**src/rtl/mano_int_enc.sv**
```systemverilog
// mano_int_enc: eight-line interrupt request encoder for the MANO computer.
//
// Request strobes are captured into a pending register and gated by a
// per-source mask. The lowest-index eligible source is presented to the
// control unit as a 3-bit vector. The vector is held through an ack /
// end-of-interrupt handshake. IEN is owned by the control sequencer and
// only qualifies new presentations here.
//
// Parameters:
//   EDGE_MODE  1: a request sets pending on a sampled 0->1 transition.
//              0: a request sets pending on every cycle it is high.
//
// Ports:
//   clk      in   system clock, rising edge
//   rst      in   asynchronous active-high reset
//   req      in   [7:0] request lines; bit 0 has the highest priority
//   mask_ld  in   load strobe for the mask register
//   mask_in  in   [7:0] new mask value; 1 enables the source
//   ien      in   global interrupt enable
//   ack      in   control unit accepts the presented vector
//   eoi      in   end of interrupt service
//   irq      out  a vector is being presented (registered)
//   vec      out  [2:0] presented / in-service source index (registered)
//   busy     out  a source is in service (registered)
//   pend     out  [7:0] pending register

module mano_int_enc #(
  parameter int unsigned EDGE_MODE = 1
) (
  input  logic       clk,
  input  logic       rst,
  input  logic [7:0] req,
  input  logic       mask_ld,
  input  logic [7:0] mask_in,
  input  logic       ien,
  input  logic       ack,
  input  logic       eoi,
  output logic       irq,
  output logic [2:0] vec,
  output logic       busy,
  output logic [7:0] pend
);

  typedef enum logic [1:0] {
    StIdle,
    StPresent,
    StService
  } state_e;

  state_e     state_q, state_d;
  logic [7:0] req_q;
  logic [7:0] pend_q, pend_d;
  logic [7:0] mask_q, mask_d;
  logic [2:0] vec_q, vec_d;
  logic       irq_q, irq_d;
  logic       busy_q, busy_d;

  logic [7:0] set_v;   // pending set conditions this cycle
  logic [7:0] clr_v;   // pending clear from an accepted ack
  logic [7:0] elig;
  logic [2:0] enc;

  // Pending set detection. req_q resets to zero, so a request held high
  // through reset looks like a rising edge on the first clock afterwards.
  always_comb begin
    if (EDGE_MODE != 0) begin
      set_v = req & ~req_q;
    end else begin
      set_v = req;
    end
  end

  // Eligibility uses only registered pend and mask, so a new mask value
  // takes effect one cycle after it is loaded.
  assign elig = pend_q & mask_q;

  // Lowest index wins: scan from the top so the last hit is the smallest.
  always_comb begin
    enc = 3'd0;
    for (int i = 7; i >= 0; i--) begin
      if (elig[i]) begin
        enc = 3'(i);
      end
    end
  end

  // Handshake FSM next-state and registered-output next values.
  always_comb begin
    state_d = state_q;
    vec_d   = vec_q;
    irq_d   = irq_q;
    busy_d  = busy_q;
    clr_v   = 8'h00;
    unique case (state_q)
      StIdle: begin
        if (ien && (elig != 8'h00)) begin
          state_d = StPresent;
          vec_d   = enc;
          irq_d   = 1'b1;
        end
      end
      StPresent: begin
        // vec stays frozen here; ack outranks a simultaneous ien drop.
        if (ack) begin
          state_d      = StService;
          irq_d        = 1'b0;
          busy_d       = 1'b1;
          clr_v[vec_q] = 1'b1;
        end else if (!ien) begin
          state_d = StIdle;
          irq_d   = 1'b0;
        end
      end
      StService: begin
        // No nesting: nothing is presented until eoi returns us to idle.
        if (eoi) begin
          state_d = StIdle;
          busy_d  = 1'b0;
        end
      end
      default: begin
        state_d = StIdle;
        irq_d   = 1'b0;
        busy_d  = 1'b0;
      end
    endcase
  end

  // A set condition in the same cycle as the ack clear keeps the bit high.
  assign pend_d = (pend_q & ~clr_v) | set_v;
  assign mask_d = mask_ld ? mask_in : mask_q;

  always_ff @(posedge clk or posedge rst) begin
    if (rst) begin
      state_q <= StIdle;
      req_q   <= 8'h00;
      pend_q  <= 8'h00;
      mask_q  <= 8'hFF;
      vec_q   <= 3'd0;
      irq_q   <= 1'b0;
      busy_q  <= 1'b0;
    end else begin
      state_q <= state_d;
      req_q   <= req;
      pend_q  <= pend_d;
      mask_q  <= mask_d;
      vec_q   <= vec_d;
      irq_q   <= irq_d;
      busy_q  <= busy_d;
    end
  end

  assign irq  = irq_q;
  assign vec  = vec_q;
  assign busy = busy_q;
  assign pend = pend_q;

endmodule
```
**config.mk**
```make
export PLATFORM = sky130hd
export DESIGN_NAME = mano_int_enc
export DESIGN_NICKNAME = d
export VERILOG_FILES = /design/src/rtl/mano_int_enc.sv
export SDC_FILE = /design/constraint.sdc
export NUM_CORES = 1
export LEC_CHECK = 0
export BUFFER_PORTS_ARGS = -buffer_cell sky130_fd_sc_hd__buf_2
export CORE_UTILIZATION = 50
export CTS_CLUSTER_DIAMETER = 100
export DETAILED_ROUTE_END_ITERATION = 10
export GPL_ROUTABILITY_DRIVEN = 0
export GPL_TIMING_DRIVEN = 0
export PLACE_DENSITY_LB_ADDON = 0.25
export SLEW_MARGIN = 20
export SYNTH_ARGS = -nofsm -noshare
export SYNTH_HDL_FRONTEND = slang
export SYNTH_SLANG_ARGS = --single-unit
```
**constraint.sdc**
```tcl
create_clock -name clk -period 2.1 [get_ports clk]
set_input_delay 0.21 -clock clk [delete_from_list [all_inputs] [get_ports clk]]
set_output_delay 0.21 -clock clk [all_outputs]
set_load 0.01 [all_outputs]
```
# Yosys cells after proc, flatten, opt, wreduce, memory -nomap -nowiden

Index checks and enable logic that the tools add are counted.

Output and inout bits: 13
Logic and storage cells: 55
Bits of input ports: 22
Register bits after elaboration: 31

Reductions and logical operators: 8
Eq/ne operators: 6
Muxes and demuxes: 24
Bitwise logic cells: 8
$lt $le $gt $ge: 2

Operators with widths:

| cell               | number |
|---|---|
| $and 8x8->8        | 3 |
| $mux 3             | 8 |
| $mux 8             | 2 |
| $not 8->8          | 2 |
| $reduce_and 3->1   | 3 |
| $mux 2             | 4 |
| $or 8x8->8         | 1 |
| $reduce_bool 8->1  | 1 |
| $mux 1             | 6 |
| $ne 2x2->1 const B | 3 |
| $pmux 1 s3         | 2 |
| $pmux 2 s3         | 1 |
| $lt 3x4->1 const B | 1 |
| $demux 1 s3        | 1 |
| $ge 3x1->1 const B | 1 |
| $ne 3x3->1 const B | 1 |
| $eq 2x1->1 const B | 1 |
| $eq 2x2->1 const B | 1 |
| $logic_and 1x1->1  | 2 |
| $logic_not 2->1    | 1 |
| $not 1->1          | 2 |
| $reduce_and 2->1   | 1 |

# Depth between registers and ports, before layout

Depth in word-level cells: 9
Mapped depth: 4

# Worst setup path before layout

No wires, ideal clock.

Kind: register -> register
From: register mask_q[6]
To: register vec_q[0] (netlist: vec[0])
Path slack: 0.700 ns
Data arrival time: 1.275 ns
Stages on the path, launching flop included: 5
Path through: dfstp_2 > nand2_1 > a32o_1 > a32o_1 > mux2_2

Longest elaborated chain between the ends: 8
Elaborated cells between the ends (all ways): 11

RTL lines:

| element                  | line | RTL |
|---|---|---|
| start: declaration       | 53   | `logic [7:0] mask_q, mask_d;` |
| start signal: assignment | 146  | `mask_q <= mask_d;` |
| $and 8x8->8 *            | 75   | `assign elig = pend_q & mask_q;` |
| $mux 3 (7 in series)     | 81   | `if (elig[i]) begin` |
| end signal: assignment   | 147  | `vec_q <= vec_d;` |
| end: declaration         | 54   | `logic [2:0] vec_q, vec_d;` |

Every way passes the cells marked *; elsewhere a longest branch is shown, timed or not.
A chain may end at the register's enable or synchronous reset.

# Final worst setup path

From: register pend_q[3] (netlist: pend[3])
To: register vec_q[0] (netlist: vec[0])

Longest elaborated chain between the ends: 5
Elaborated cells between the ends (all ways): 8

RTL lines:

| element                  | line | RTL |
|---|---|---|
| start: declaration       | 52   | `logic [7:0] pend_q, pend_d;` |
| start signal: assignment | 145  | `pend_q <= pend_d;` |
| $and 8x8->8 *            | 75   |  |
| $mux 3 (4 in series)     | 81   |  |

Marks and branches as above.

==> results.md <==
Status:
- The run finished with clean final reports.

Synthesis:
- Summing the sequential cell areas from Yosys gives 63.6% of the chip area.
- Dividing the synthesized area by the synthesized cell count gives 11.8 µm².
- The cell type contributing the most total cell area after synthesis is sky130_fd_sc_hd__dfrtp_1.
- After technology mapping, the gate count stands at 105.
- The total number of yosys warnings is 0.
- The share of Yosys cell area claimed by the top area cell type is 46.6%.
- The number of different library cells in the post-synthesis netlist is 18.
- The cell area that synthesis handed to floorplanning was 1230 µm².
- Counting every net in the synthesized netlist gives 127.
- After synthesis, the cell types taking the most area are sky130_fd_sc_hd__dfrtp_1, sky130_fd_sc_hd__dfstp_2, sky130_fd_sc_hd__mux2_2.
- The flop and latch count out of synthesis is 31.

Timing:
- The final worst-path cycle share is 74.6%.
- Setup violations remaining at the end of the flow were counted as 0.
- Derived from the worst setup path, the maximum achievable clock frequency is 638 MHz.
- The number of hold violations in the final report is 0.
- The sum of negative setup slack is 0 ns.
- Setup repair after global routing left no endpoint under its margin.
- The worst-case clock skew is 0.00319 ns.
- The tightest hold margin is 0.0978 ns.
- The final worst slack is 0.533 ns.
- The worst slew margin relative to its limit is 59.9%.
- The max-slew violation count was 0.
- For the finished layout, the period the worst path requires is 1.57 ns.
- The actual slew at the worst max-slew pin is 0.601 ns.

Drt:
- The number of vias per cell is 5.24.
- The number of optimization iterations in the first detailed-route pass is 4.
- In the final routed layout, each cell accounts on average for 13.1 µm.
- Detailed routing inserted a total of 959 vias.
- Once detail routing completed, the nets flagged for antenna violations numbered 0.
- The detailed router finished its first iteration with 17 violations.
- Wires add up to 2390 µm.
- The remaining design rule violation count is 0.

Clock network:
- The clock net in this run drives a total of 31 sinks.
- TritonCTS built the clock tree.
- The number of post-CTS setup repair buffers is 0.
- The clock reaches the later pin of the worst-skew pair after 0.32 ns.
- Once the clock tree was built, the resizer swapped 0 gates to a different size.
- Clock tree synthesis selected as its root buffer the cell sky130_fd_sc_hd__clkbuf_4.
- The maximum buffer depth of the clock tree is 2.
- After clock tree synthesis, the clock-pin slew on the worst setup and hold paths is 0.09 ns.
- Counting the buffers created by CTS gives 5.
- For this design, the CTS-stage hold fixing added 8 buffers.
- CTS built an H-tree with a depth of 2.

Floorplanning:
- The die is 51.7 µm tall.
- The area of the core is 2280 µm².
- In this run the core area contains 17 standard-cell rows.
- During I/O placement, the number of pins put on the boundary was 35.
- Once the floorplan was initialized, standard cells occupied 54.3% of the core.
- The overall die width is 51.7 µm.
- The floorplan die area is 2670 µm².

Power and ir drop:
- VDD sags by at most 0.674 mV.
- The total design power is 1.46 mW.
- The clock network accounts for 26.7% of the total power.
- Net switching is 29.0% of the power.
- For this design the static power due to leakage is 0.734 nW.
- The register share of total power is 53.3%.
- The internal portion of the total power is 1.03 mW.
- Dividing total power by cell area gives a power density of 914 nW/µm².
- For this design the total switching power over the nets is 0.423 mW.
- The share of total power in combinational logic is 20.0%.

Global route:
- The first-pass GRT wire length is 4030 µm.
- The number of global-route vias before repair was 949.
- Entering global routing, the biggest net connects 32 pins.
- The global route total overflow is 0.
- The total global-route track usage is 21.9%.
- The number of antenna violations at the first check in global routing is 0.

Cells and area:
- The count of placed standard cells in the final layout, fillers left out is 183.
- The finished cells cover 1590 µm².
- The fraction of final layout cells sized beyond drive strength 1 is 38.1%.
- The net count of the finished layout is 176.
- The repair_antennas step left the layout with diodes totalling 0.
- Relative to the synthesized area, the layout overhead comes to 29.1%.
- Once layout is complete, the utilization of the core stands at 70.0%.

Place:
- Timing analysis after detailed placement gives a worst setup slack of 0.570 ns.
- In this run, placement finished with an instance count of 166.
- The detailed placement HPWL is 1670 µm.
- In this run the tool buffered the top-level ports with 33 buffer cells.
- In this run the cell area measured after placement is 1440 µm².

Hold path:
- The worst hold-check path type is in2reg.

Setup path:
- In this run the worst path has a maximum fanout of 4.
- The category of the critical setup timing path is reg2reg.
- The worst setup path is captured at a flip-flop.
- On the worst path, the slowest cell contributes a delay of 0.43 ns.
- The critical path required time is 2.32 ns.
- Data on the critical path arrives at its endpoint at 1.78 ns.
- The startpoint kind of the worst setup timing path is a flip-flop.
- On the critical path, the stage with the largest delay is an instance of sky130_fd_sc_hd__dfrtp_1.
- The signal on the critical path passes through a22oi_1 -> nand4_1 -> nand2_1 -> mux2_2.

Run:
- The max capacitance violation total is 0.
[worst paths after layout]
check	startpoint	end	slack, ns	cells past startpoint
worst max-delay path	pend[3]	vec[0]	0.53	4
worst min-delay path	ack	state_q[0]	0.1	2
worst max register to register	pend[3]	vec[0]	0.53	4
worst min register to register	req_q[7]	pend[7]	0.42	1
max in group asynchronous	rst	irq	1.21	3
min in group asynchronous	rst	req_q[2]	0.49	3
[cell usage in the layout, fill, tap and decap left out, types with 3 or more instances in the layout]
master,count
sky130_fd_sc_hd__dfstp_2,8
sky130_fd_sc_hd__a22oi_1,6
sky130_fd_sc_hd__o21ai_0,17
sky130_fd_sc_hd__buf_2,33
sky130_fd_sc_hd__nand2_1,12
sky130_fd_sc_hd__clkbuf_4,5
sky130_fd_sc_hd__mux2_2,9
sky130_fd_sc_hd__a32o_1,3
sky130_fd_sc_hd__dfrtp_1,23
sky130_fd_sc_hd__a21oi_1,3
sky130_fd_sc_hd__inv_1,10
sky130_fd_sc_hd__dlygate4sd3_1,9
sky130_fd_sc_hd__nor2_1,3
[synth_stat cells]
library cell	n
sky130_fd_sc_hd__a211oi_1	1
sky130_fd_sc_hd__a21o_1	1
sky130_fd_sc_hd__a21oi_1	3
sky130_fd_sc_hd__a22oi_1	6
sky130_fd_sc_hd__a32o_1	3
sky130_fd_sc_hd__and3b_1	1
sky130_fd_sc_hd__clkbuf_1	1
sky130_fd_sc_hd__dfrtp_1	23
sky130_fd_sc_hd__dfstp_2	8
sky130_fd_sc_hd__inv_1	11
sky130_fd_sc_hd__mux2_2	9
sky130_fd_sc_hd__nand2_1	12
sky130_fd_sc_hd__nand2b_1	2
sky130_fd_sc_hd__nand2b_4	1
sky130_fd_sc_hd__nand4_1	1
sky130_fd_sc_hd__nor2_1	3
sky130_fd_sc_hd__o21ai_0	17
sky130_fd_sc_hd__o31ai_1	2
[metal layers]
metal	part of all wire, %	routed length (µm)	vias to the layer above	GRT usage, %
met5	0	0	-	0
met4	1.2	29	0	9.46
met3	5.4	129	4	9.06
met2	49	1170	28	34.4
met1	44	1060	456	26.5
li1	-	-	471	-
[cells by family after synthesis]
group	count (synthesis)	share of synthesized area, %
simple gates	20	7.90
buf+inv	12	3.65
compound gates	33	16.6
mux	9	8.21
flops	31	63.6
[power by group through the flow]
stage	Combinational, mW	Clock [mW]	Sequential (mW)
after floorplan	0.149	0	0.793
after global placement	0.273	0	0.784
after detailed placement	0.281	0	0.787
after CTS	0.293	0.404	0.777
after global routing	0.328	0.425	0.793
final	0.291	0.389	0.778
[area by class of cell]
type                            count  area, µm²
Sequential cell                    31        786
Fill cell                         179        682
Multi-Input combinational cell     62        404
Timing Repair Buffer               42        255
Clock buffer                        8       68.8
Inverter                           11       41.3
Tap cell                           28       35.0
Buffer                              1       3.75
[flip-flops by register name, indices dropped and copies added, names as in the netlist]
name	cells
mask_q	8
pend	8
req_q	8
vec	3
state_q	2
busy	1
irq	1
[critical path: cells and delay by family (launching register included)]
| family | cells | cell delay (ns) |
|---|---|---|
| AND/OR/NAND/NOR | 2 | 0.36 |
| multiplexers | 1 | 0.34 |
| flip-flops | 1 | 0.43 |
| AO/OA/AOI/OAI | 1 | 0.33 |
No activity file was read; power rests on OpenSTA's default activity.
